`src/rtl/des_sbox_engine_if.sv`:
```
// Handshake bundle for the DES S-box stage: input block side and result side.
interface des_sbox_engine_if;
  logic        in_valid;
  logic        in_ready;
  logic [47:0] in_data;
  logic        out_valid;
  logic        out_ready;
  logic [31:0] out_data;

  // Producer/consumer view: drives blocks in, takes results out.
  modport master (
    output in_valid, in_data, out_ready,
    input  in_ready, out_valid, out_data
  );

  // Engine view.
  modport slave (
    input  in_valid, in_data, out_ready,
    output in_ready, out_valid, out_data
  );
endinterface

```
`src/rtl/des_sbox_engine.sv`:
```
// DES substitution stage: 48-bit key-mixed value in, 32-bit S1..S8 result out.
// LANES S-boxes are evaluated per clock; one block takes 8/LANES busy cycles.
//
// state | meaning
// IDLE  | waiting for a block, in_ready high
// BUSY  | evaluating one group of LANES S-boxes per cycle, S1 group first
// DONE  | result presented; accepting a new block here overlaps with output
module des_sbox_engine #(
  parameter int LANES = 8
) (
  input logic             clk,
  input logic             reset_n,
  des_sbox_engine_if.slave bus
);

  localparam int N_GROUPS = 8 / LANES;
  localparam int GW       = (N_GROUPS > 1) ? $clog2(N_GROUPS) : 1;
  localparam logic [GW-1:0] LAST_GRP = GW'(N_GROUPS - 1);

  if (!(LANES == 1 || LANES == 2 || LANES == 4 || LANES == 8)) begin : g_bad_lanes
    $error("des_sbox_engine: LANES must be 1, 2, 4 or 8");
  end

  typedef enum logic [1:0] {IDLE, BUSY, DONE} state_t;

  state_t          state;
  logic [47:0]     blk;
  logic [31:0]     acc;
  logic [GW-1:0]   grp;
  logic            out_valid_q;
  logic            idle_q;
  logic [31:0]     acc_next;
  logic [2:0]      sel;

  // Each table is 64 nibbles, row-major (row = {b5,b0}, column = b4..b1),
  // entry 0 in the most significant nibble.
  function automatic logic [255:0] sbox_rom(input logic [2:0] n);
    logic [255:0] rom;
    case (n)
      3'd0: rom = {64'hE4D12FB83A6C5907, 64'h0F74E2D1A6CB9538,
                   64'h41E8D62BFC973A50, 64'hFC8249175B3EA06D};
      3'd1: rom = {64'hF18E6B34972DC05A, 64'h3D47F28EC01A69B5,
                   64'h0E7BA4D158C6932F, 64'hD8A13F42B67C05E9};
      3'd2: rom = {64'hA09E63F51DC7B428, 64'hD709346A285ECBF1,
                   64'hD6498F30B12C5AE7, 64'h1AD069874FE3B52C};
      3'd3: rom = {64'h7DE3069A1285BC4F, 64'hD8B56F03472C1AE9,
                   64'hA690CB7DF13E5284, 64'h3F06A1D8945BC72E};
      3'd4: rom = {64'h2C417AB6853FD0E9, 64'hEB2C47D150FA3986,
                   64'h421BAD78F9C5630E, 64'hB8C71E2D6F09A453};
      3'd5: rom = {64'hC1AF92680D34E75B, 64'hAF427C9561DE0B38,
                   64'h9EF528C3704A1DB6, 64'h432C95FABE17608D};
      3'd6: rom = {64'h4B2EF08D3C975A61, 64'hD0B7491AE35C2F86,
                   64'h14BDC37EAF680592, 64'h6BD814A7950FE23C};
      default: rom = {64'hD2846FB1A93E50C7, 64'h1FD8A374C56B0E92,
                      64'h7B419CE206ADF358, 64'h21E74A8DFC90356B};
    endcase
    return rom;
  endfunction

  function automatic logic [3:0] sbox_lookup(input logic [2:0] n, input logic [5:0] x);
    logic [255:0] rom;
    logic [5:0]   idx;
    idx = {x[5], x[0], x[4:1]};
    rom = sbox_rom(n) << {idx, 2'b00};
    return rom[255:252];
  endfunction

  // Merge the current group's S-box results into the accumulator; other nibbles hold.
  always_comb begin
    acc_next = acc;
    sel      = '0;
    for (int l = 0; l < LANES; l++) begin
      sel = 3'(int'(grp) * LANES + l);
      acc_next[4*(7 - int'(sel)) +: 4] = sbox_lookup(sel, blk[6*(7 - int'(sel)) +: 6]);
    end
  end

  // Control FSM plus datapath registers.
  always_ff @(posedge clk or negedge reset_n) begin
    if (!reset_n) begin
      state       <= IDLE;
      grp         <= '0;
      blk         <= '0;
      acc         <= '0;
      out_valid_q <= 1'b0;
      idle_q      <= 1'b1;
    end else begin
      case (state)
        IDLE: begin
          if (bus.in_valid) begin
            blk    <= bus.in_data;
            grp    <= '0;
            idle_q <= 1'b0;
            state  <= BUSY;
          end
        end
        BUSY: begin
          acc <= acc_next;
          grp <= grp + GW'(1);
          if (grp == LAST_GRP) begin
            out_valid_q <= 1'b1;
            state       <= DONE;
          end
        end
        DONE: begin
          if (bus.out_ready) begin
            out_valid_q <= 1'b0;
            if (bus.in_valid) begin
              blk   <= bus.in_data;
              grp   <= '0;
              state <= BUSY;
            end else begin
              idle_q <= 1'b1;
              state  <= IDLE;
            end
          end
        end
        default: begin
          out_valid_q <= 1'b0;
          idle_q      <= 1'b1;
          state       <= IDLE;
        end
      endcase
    end
  end

  // In DONE a new block can be taken on the same edge that the result leaves.
  assign bus.in_ready  = idle_q | (out_valid_q & bus.out_ready);
  assign bus.out_valid = out_valid_q;
  assign bus.out_data  = acc;

endmodule

```
`src/flat_wrapper.sv`:
```
// flat-port wrapper written by rule: the top's interface ports become plain ports
module des_sbox_engine_flat 
#(
  parameter int LANES = 8
)
  (clk, reset_n, bus_in_valid, bus_in_data, bus_out_ready, bus_in_ready, bus_out_valid, bus_out_data);
  des_sbox_engine_if bus_i ();
  input logic clk;
  input logic reset_n;
  input wire logic [$bits(bus_i.in_valid)-1:0] bus_in_valid;
  input wire logic [$bits(bus_i.in_data)-1:0] bus_in_data;
  input wire logic [$bits(bus_i.out_ready)-1:0] bus_out_ready;
  output wire logic [$bits(bus_i.in_ready)-1:0] bus_in_ready;
  output wire logic [$bits(bus_i.out_valid)-1:0] bus_out_valid;
  output wire logic [$bits(bus_i.out_data)-1:0] bus_out_data;
  assign bus_i.in_valid = bus_in_valid;
  assign bus_i.in_data = bus_in_data;
  assign bus_i.out_ready = bus_out_ready;
  assign bus_in_ready = bus_i.in_ready;
  assign bus_out_valid = bus_i.out_valid;
  assign bus_out_data = bus_i.out_data;
  des_sbox_engine #(.LANES(LANES)) u_core (.clk(clk), .reset_n(reset_n), .bus(bus_i));
endmodule
```
`config.mk`:
```
export PLATFORM = sky130hd
export DESIGN_NAME = des_sbox_engine_flat
export DESIGN_NICKNAME = d
export VERILOG_FILES = /design/src/rtl/des_sbox_engine_if.sv /design/src/rtl/des_sbox_engine.sv /design/src/flat_wrapper.sv
export SDC_FILE = /design/constraint.sdc
export NUM_CORES = 1
export LEC_CHECK = 0
export ABC_AREA = 1
export CORE_MARGIN = 2
export CORE_UTILIZATION = 40
export DETAILED_ROUTE_END_ITERATION = 7
export PLACE_DENSITY_LB_ADDON = 0.12
export SETUP_SLACK_MARGIN = 0.1
export SYNTH_ARGS = -nofsm -noshare
export SYNTH_HDL_FRONTEND = slang
export SYNTH_SLANG_ARGS = --single-unit
export TNS_END_PERCENT = 20
```
`constraint.sdc`:
```
create_clock -name clk -period 2.05 [get_ports clk]
set_input_delay 0.205 -clock clk [delete_from_list [all_inputs] [get_ports clk]]
set_output_delay 0.205 -clock clk [all_outputs]
set_load 0.01 [all_outputs]
```
# After elaboration in Yosys (flattened, before gate mapping)
# Index checks and enable logic that the tools add are counted.
[classes]
add_sub_neg = 22
n_mul = 7
n_div = 0
n_lt_le_gt_ge = 0
eq_ne = 48
shift = 29
n_mux = 32
bitwise_logic = 4
n_reduce_logical = 15
[ops]
columns = ["op", "count"]
rows = [
  ["256-bit case mux with 7 select lines", 7],
  ["256-bit by 8-bit << shifter with 256-bit output", 7],
  ["48-bit by 32-bit variable part select with 6-bit output", 7],
  ["256-bit by 8-bit << shifter with 256-bit output, first input constant", 1],
  ["4-bit by 33-bit variable shift with 32-bit output, first input constant", 7],
  ["4-bit by 33-bit variable part select with 32-bit output", 7],
  ["32-bit bitwise mux", 7],
  ["32-bit negator with 33-bit output", 6],
  ["3-bit by 32-bit multiplier with 31-bit output, first input constant", 6],
  ["48-bit two-way mux", 2],
  ["48-bit case mux with 2 select lines", 1],
  ["3-bit == test, second input constant", 21],
  ["3-bit by 2-bit == test with 1-bit output, second input constant", 14],
  ["6-bit negator with 33-bit output", 1],
  ["3-bit by 3-bit subtractor with 4-bit output, first input constant", 6],
  ["3-bit by 1-bit == test with 1-bit output, second input constant", 7],
  ["3-bit logical NOT", 7],
  ["1-bit by 2-bit adder with 3-bit output, both inputs constant", 3],
  ["1-bit case mux with 3 select lines", 3],
  ["1-bit two-way mux", 8],
  ["2-bit != test, second input constant", 4],
  ["3-bit by 4-bit multiplier with 7-bit output, first input constant", 1],
  ["1-bit by 3-bit adder with 3-bit output, both inputs constant", 2],
  ["2-bit two-way mux", 3],
  ["other kinds (15)", 19],
]
[totals]
register_bits = 85
latch_bits = 0
ram_bits = 0
mem_bits_ro = 0
input_bits = 52
output_inout_bits = 34
wordCells = 163
mem_count = 0

# Depth between registers and ports, before layout
# Gate-level depths: netlist of the first run.
[depth]
depth_word = 13
mapped_depth = 12
ltp_nobuf = 12

# Worst setup path before layout of the first run
# No wires, ideal clock.
[synth_timing]
path_type = "register to register"
startpoint = "reg u_core.blk[31]"
endpoint = "reg u_core.acc[21] (netlist: u_core.bus.out_data[21])"
t_arrival_ns = 1.500
t_required_ns = 1.933
path_slack_ns = 0.433
stages_incl_launch_ff = 12
path_buffers = 0
path_cell_list = "dfrtp_1 -> inv_1 -> ha_1 -> inv_1 -> nand2_1 -> nand3_1 -> nand3_1 -> nand2_1 -> nand2_1 -> nand2_1 -> nand2_1 -> nand2_1"
[synth_between]
elab_chain_len = 10
elab_cells_between_ends = 28
[synth_rtl]
columns = ["element", "line", "rtl"]
rows = [
  ["start, declared", "des_sbox_engine.sv:27", "logic [47:0] blk;"],
  ["start signal, assigned", "des_sbox_engine.sv:91", "blk <= bus.in_data;"],
  ["start signal, assigned", "des_sbox_engine.sv:109", "blk <= bus.in_data;"],
  ["48-bit by 32-bit variable part select with 6-bit output", "des_sbox_engine.sv:74", "acc_next[4*(7 - int'(sel)) +: 4] = sbox_lookup(sel, blk[6*(7 - int'(sel)) +: 6]);"],
  ["256-bit by 8-bit << shifter with 256-bit output", "des_sbox_engine.sv:64", "rom = sbox_rom(n) << {idx, 2'b00};"],
  ["4-bit by 33-bit variable part select with 32-bit output", "des_sbox_engine.sv:74", ""],
  ["32-bit bitwise mux (6 in a row)", "des_sbox_engine.sv:74", ""],
  ["32-bit bitwise mux *", "des_sbox_engine.sv:74", ""],
  ["end signal, assigned", "des_sbox_engine.sv:98", "acc <= acc_next;"],
  ["end, declared", "des_sbox_engine.sv:28", "logic [31:0] acc;"],
]
# Every way passes the cells marked *; elsewhere a longest branch is shown, timed or not.
# A chain may end at the register's enable or synchronous reset.

# Worst setup path after layout of the first run
[layout_timing]
startpoint = "reg u_core.blk[38]"
endpoint = "reg u_core.acc[25] (netlist: u_core.bus.out_data[25])"
# Same word-level chain as after synthesis.

==> results of run 1 <==
## metal layers
metal	share of wire [%]	routed length (um)	vias to the layer above	track usage [%]
met4	1.3	254	0	5.368
met1	47	9369	3594	28.17
met2	46	9179	258	32.98
li1	-	-	4028	-
met3	5.3	1050	23	3.264
met5	0	0	-	0
## logic make-up after synthesis
| logic type | Yosys count | share of synthesized area, % |
|---|---|---|
| AND/OR/NAND/NOR | 780 | 43.07 |
| buffers and inverters | 154 | 9.448 |
| flip-flops | 85 | 27.95 |
| adder cells (fa/ha/maj) | 63 | 10.35 |
| AO/OA/AOI/OAI | 120 | 9.070 |
| XOR/XNOR | 1 | 0.1150 |
## path summary, 6_finish.rpt
path / startpoint / end / depth (start not counted)
min reg2reg: u_core.bus.out_data[4] / u_core.bus.out_data[4] / 2
max reg2reg: u_core.blk[38] / u_core.bus.out_data[25] / 9
max: u_core.blk[38] / u_core.bus.out_data[25] / 9
max in group asynchronous: reset_n / u_core.idle_q / 3
min: reset_n / u_core.blk[31] / 2
min in group clk: bus_in_data[21] / u_core.blk[21] / 3
## cell usage after synthesis
cell	number	area, um2
o21ai_1	1	5.000
nand2_1	449	1685
nand3_1	257	1286
clkbuf_2	1	5.000
o21ai_0	37	185.2
buf_4	10	75.07
nor2_2	1	6.260
o211ai_1	6	45.04
clkinv_1	3	11.26
dfrtp_1	84	2102
buf_6	8	90.09
inv_2	9	33.78
clkbuf_1	5	18.77
buf_2	34	170.2
ha_1	63	788.3
nand4_1	3	18.77
inv_1	83	311.6
nand2_2	2	12.51
nand3_2	1	10.01
a21oi_1	56	280.3
buf_1	1	3.750
a21oi_2	20	175.2
nand3b_2	1	11.26
xnor2_1	1	8.760
nor2_1	65	244.0
dfstp_2	1	26.28
nor3_1	1	5.000
## power groups by stage
stage / clock (mW) / combinational (mW) / sequential (mW)
after floorplan: 0 / 8.77 / 3.36
after CTS: 1.63 / 11.4 / 3.66
final: 1.56 / 11.5 / 3.67
after global routing: 1.70 / 13.2 / 3.82
after global placement: 0 / 11.4 / 3.70
after detailed placement: 0 / 11.4 / 3.69
## stage by stage
step / instances / total power, mW / cell area, um2
detailed placement: 1494 / 15.08 / 8688
finish: 1508 / 16.71 / 8969
CTS: 1508 / 16.73 / 8967
floorplan: 1203 / 12.13 / 7615
global route: 1508 / 18.70 / 8969
global placement: 1494 / 15.14 / 8688
## state kept, by name (all words and copies together) (netlist names)
register              cells
u_core.idle_q             1
u_core.state              2
u_core.bus.out_valid      1
u_core.grp                1
u_core.blk               48
u_core.bus.out_data      32
## area by class of cell
type	instances	share of cell area [%]
clock inverters	3	0.4464
clock buffers	10	2.553
inverters	95	3.976
well taps	234	3.265
repair buffers	117	12.72
flip-flops and latches	85	23.74
multi-input cells	964	53.29
## what timing repair did
item | in CTS | in global routing
endpoints found under the hold margin | 25 | 0
resized for setup | 0 | 1
hold buffers | 1 | 0
setup endpoints to repair | 0 | 6
==> flow_metrics.env, run 1 <==
export IMPL_postCtsSetupBuffers=0
export IMPL_grt_pass1_vias=7042
export IMPL_finClkSkew_ps=6.888
export IMPL_crit_family="simple AND/OR/NAND/NOR gates"
export IMPL_core_area_mm2=0.01871
export IMPL_finalSetupViolCount=0
export IMPL_gp_congestion=0.9011
export IMPL_grtUsageTotal_pct=20.29
export IMPL_worst_path_max_delay_cell="dfrtp_1"
export IMPL_path_buf_inv=1
export IMPL_crit_top_cell="nand3_1"
export IMPL_cts_inserted_buffers=9
export IMPL_post_route_period_util_pct=86.38
export IMPL_final_common_cell="nand2_1"
export IMPL_row_count=50
export IMPL_drtAntennaViolNets=0
export IMPL_slew_headroom_pct=65.19
export IMPL_switching_share_pct=52.99
export IMPL_clockRootBuffer="clkbuf_16"
export IMPL_grt_max_degree=44
export IMPL_final_min_clock_period_ps=1771
export IMPL_initial_core_util_pct=40.71
export IMPL_layout_setup_ws_ps=279.3
export IMPL_cp_end_kind="flip-flop"
export IMPL_seqPwrFrac_pct=22.0
export IMPL_die_w_um=142.0
export IMPL_tightest_slew_ps=522.1
export IMPL_io_pins=86
export IMPL_synth_area_mm2=0.007615
export IMPL_status="completed"
export IMPL_drt_initial_drc_count=433
export IMPL_antenna_found_initial=0
export IMPL_regArea_mm2=0.002130
export IMPL_clock_sink_count=85
export IMPL_syn_avg_cell_area_um2=6.330
export IMPL_power_density_mw_per_mm2=1863
export IMPL_multiInputGateArea_mm2=0.004780
export IMPL_post_place_ws_ps=272.1
export IMPL_ys_types=27
export IMPL_slew_violations=0
export IMPL_cts_buffer_depth=2
export IMPL_pwr_share_clk_pct=9.3
export IMPL_start_kind="flip-flop"
export IMPL_hpwl_mm=14.30
export IMPL_yosys_warnings=0
export IMPL_vias=7903
export IMPL_synth_seq_cells=85
export IMPL_synthCells=1203
export IMPL_die_h_um=142.0
export IMPL_cts_clk_slew_worst_paths_ps=60
export IMPL_cp_arrival_ps=2000
export IMPL_cts_tree="yes"
export IMPL_io_buffers=85
export IMPL_syn_to_final_growth_pct=17.78
export IMPL_whs_ps=321.6
export IMPL_drcViolationCount=0
export IMPL_final_core_util_pct=47.95
export IMPL_grt_first_pass_wirelength_mm=33.84
export IMPL_wire_per_inst_um=13.17
export IMPL_power_leakage_nw=4.647
export IMPL_switching_power_mw=8.853
export IMPL_via_per_inst=5.241
export IMPL_hold_class="primary input to async pin"
export IMPL_max_stage_delay_ps=460
export IMPL_firstDrtPassIters=5
export IMPL_htree_levels=3
export IMPL_wl_mm=19.85
export IMPL_power_share_combinational_pct=68.7
export IMPL_n_fill_cell=1959
export IMPL_setup_tns_ps=0
export IMPL_die_area_mm2=0.02016
export IMPL_irDropWorstVdd_v=0.0006056
export IMPL_required_ps=2280
export IMPL_ys_seq_area_share_pct=27.95
export IMPL_final_cell_mix="nand2_1 (449), nand3_1 (257), clkdlybuf4s50_1 (84)"
export IMPL_syn_nets=1318
export IMPL_hold_viol=0
export IMPL_layout_drive_gt1_share_pct=6.279
export IMPL_cap_violations=0
export IMPL_grt_remaining_overflow=0
export IMPL_final_nets=1387
export IMPL_clock_latency_ps=340
export IMPL_diodes=0
export IMPL_rsz0062_at_grt="yes"
export IMPL_rrSetupSlack_ps=280
export IMPL_p_int_mw=7.852
export IMPL_crit_chain="inv_1, ha_1, nor2_1, nor2_1, o21ai_0, nand3_1, nand3_1, nand3_1, nand2_1"
export IMPL_crit_fanout=8
export IMPL_path_class="flip-flop to flip-flop"
export IMPL_fmax_mhz=564.7
No activity file was read; power rests on OpenSTA's default activity.
==> inputs of run 2 (changes only) <==
- CORE_MARGIN: 2 -> default
==> run 2 against run 1 <==
  * Flip-flop and latch count stayed put
  * Via count decreased by 0.76%
  * Count of clock-buffer cells in the layout is 3 higher
  * Wire length decreased by 0.14%
  * Setup slack worse by 3.8 ps
  * First-iteration DRC count fell by 9.9%
  * Critical path type unchanged
  * Critical endpoint is now u_core.bus.out_data[13]
  * Largest cell class unchanged
==> flow_metrics.env, run 2 (synthesized netlist as in run 1, its figures left out) <==
export IMPL_status="completed"
export IMPL_grt_max_degree=40
export IMPL_tightest_slew_ps=564.2
export IMPL_clock_sink_count=85
export IMPL_htree_levels=3
export IMPL_top_register="u_core.blk"
export IMPL_final_nets=1392
export IMPL_power_density_mw_per_mm2=1864
export IMPL_crit_fanout=8
export IMPL_finalNonFillerCells=1516
export IMPL_largest_reg_flops=48
export IMPL_hpwl_mm=14.28
export IMPL_grt_pass1_vias=7093
export IMPL_p_int_mw=7.986
export IMPL_slew_violations=0
export IMPL_required_ps=2300
export IMPL_grtUsageTotal_pct=21.30
export IMPL_drt_initial_drc_count=390
export IMPL_cp_arrival_ps=2020
export IMPL_hold_class="primary input to async pin"
export IMPL_pwr_share_clk_pct=9.9
export IMPL_setup_tns_ps=0
export IMPL_final_min_clock_period_ps=1775
export IMPL_final_cell_area_mm2=0.009044
export IMPL_drcViolationCount=0
export IMPL_irDropWorstVdd_v=0.0005483
export IMPL_wl_mm=19.83
export IMPL_switching_share_pct=52.62
export IMPL_postCtsSetupBuffers=0
export IMPL_cap_violations=0
export IMPL_power_share_combinational_pct=68.4
export IMPL_whs_ps=376.7
export IMPL_post_route_period_util_pct=86.56
export IMPL_io_pins=86
export IMPL_path_class="flip-flop to flip-flop"
export IMPL_cts_clk_slew_worst_paths_ps=70
export IMPL_vias=7843
export IMPL_rsz0062_at_grt="yes"
export IMPL_initial_core_util_pct=40.71
export IMPL_io_buffers=85
export IMPL_place_inst=1499
export IMPL_via_per_inst=5.173
export IMPL_n_fill_cell=1973
export IMPL_clock_latency_ps=350
export IMPL_grt_remaining_overflow=0
export IMPL_top_layer="met4"
export IMPL_rrSetupSlack_ps=280
export IMPL_clockRootBuffer="clkbuf_16"
export IMPL_core_area_mm2=0.01871
export IMPL_die_w_um=140.0
export IMPL_met2WireLength_mm=9.020
export IMPL_cp_end_kind="flip-flop"
export IMPL_slew_headroom_pct=62.39
export IMPL_wl_met1_mm=9.620
export IMPL_wire_per_inst_um=13.08
export IMPL_fmax_mhz=563.5
export IMPL_syn_to_final_growth_pct=18.76
export IMPL_row_count=50
export IMPL_layout_drive_gt1_share_pct=6.708
export IMPL_diodes=0
export IMPL_die_area_mm2=0.01959
export IMPL_finalSetupViolCount=0
export IMPL_start_kind="flip-flop"
export IMPL_cts_inserted_buffers=9
export IMPL_drtAntennaViolNets=0
export IMPL_final_core_util_pct=48.35
export IMPL_switching_power_mw=8.868
export IMPL_met3_wirelength_um=825
export IMPL_grt_first_pass_wirelength_mm=34.35
export IMPL_gp_congestion=0.9053
export IMPL_hold_viol=0
export IMPL_antenna_found_initial=0
export IMPL_finClkSkew_ps=7.920
export IMPL_cts_tree="yes"
export IMPL_seqPwrFrac_pct=21.8
export IMPL_firstDrtPassIters=7
export IMPL_power_leakage_nw=4.677
export IMPL_die_h_um=140.0
export IMPL_final_common_cell="nand2_1"
export IMPL_final_cell_mix="nand2_1 (449), nand3_1 (257), clkdlybuf4s50_1 (84), dfrtp_1 (84), inv_1 (82)"
export IMPL_cts_buffer_depth=2
export IMPL_placed_cell_area_mm2=0.008738
-- run 2: routing by layer --
layer | up-vias | track usage [%]
met5 | - | 0
met4 | 0 | 7.345
met3 | 26 | 2.769
met2 | 201 | 33.84
met1 | 3572 | 29.71
li1 | 4044 | -
-- run 2: through the flow --
stage / power [mW] / worst slack (ps)
2_1_floorplan: 12.13 / 433.1
3_3_place_gp: 15.20 / 336.0
3_5_place_dp: 15.13 / 267.5
4_1_cts: 16.89 / 243.6
5_1_grt: 18.92 / 89.66
6_report: 16.85 / 275.4
-- run 2: repair_timing --
| item | in CTS | in global routing |
|---|---|---|
| setup endpoints to repair | 0 | 3 |
| hold endpoints to repair | 36 | 0 |
| gates resized for setup | 0 | 1 |
| hold buffers | 1 | 0 |
-- run 2: path summary, 6_finish.rpt --
check,depth (start not counted),startpoint,endpoint
min,2,reset_n,u_core.blk[32]
max,11,u_core.blk[19],u_core.bus.out_data[13]
min reg2reg,2,u_core.bus.out_data[0],u_core.bus.out_data[0]
max reg2reg,11,u_core.blk[19],u_core.bus.out_data[13]
min in group clk,3,bus_in_data[30],u_core.blk[30]
max in group asynchronous,3,reset_n,u_core.idle_q
-- run 2: area by class of cell --
cell class | count | area (um2) | share of cell area, %
Inverter | 95 | 356.6 | 3.943
Clock buffer | 13 | 250.2 | 2.767
Tap cell | 234 | 292.8 | 3.237
Clock inverter | 3 | 45.04 | 0.4981
Sequential cell | 85 | 2128 | 23.53
Multi-Input combinational cell | 964 | 4780 | 52.85
Timing Repair Buffer | 122 | 1191 | 13.17
-- run 2: worst max-delay path: stages (launching register included) --
cell and delay, ps:
dfrtp_1 460, inv_1 180, ha_1 390, inv_1 70
nand2_1 100, nand2_1 70, nand2_1 70, nand3_1 80
nand3_1 100, nand2_1 50, nand2_1 50, nand2_1 50
-- run 2: power by group through the flow --
stage / sequential [mW] / combinational, mW / clock [mW]
after floorplan: 3.36 / 8.77 / 0
after global placement: 3.69 / 11.5 / 0
after detailed placement: 3.67 / 11.5 / 0
after CTS: 3.66 / 11.5 / 1.71
after global routing: 3.83 / 13.3 / 1.78
final: 3.67 / 11.5 / 1.66
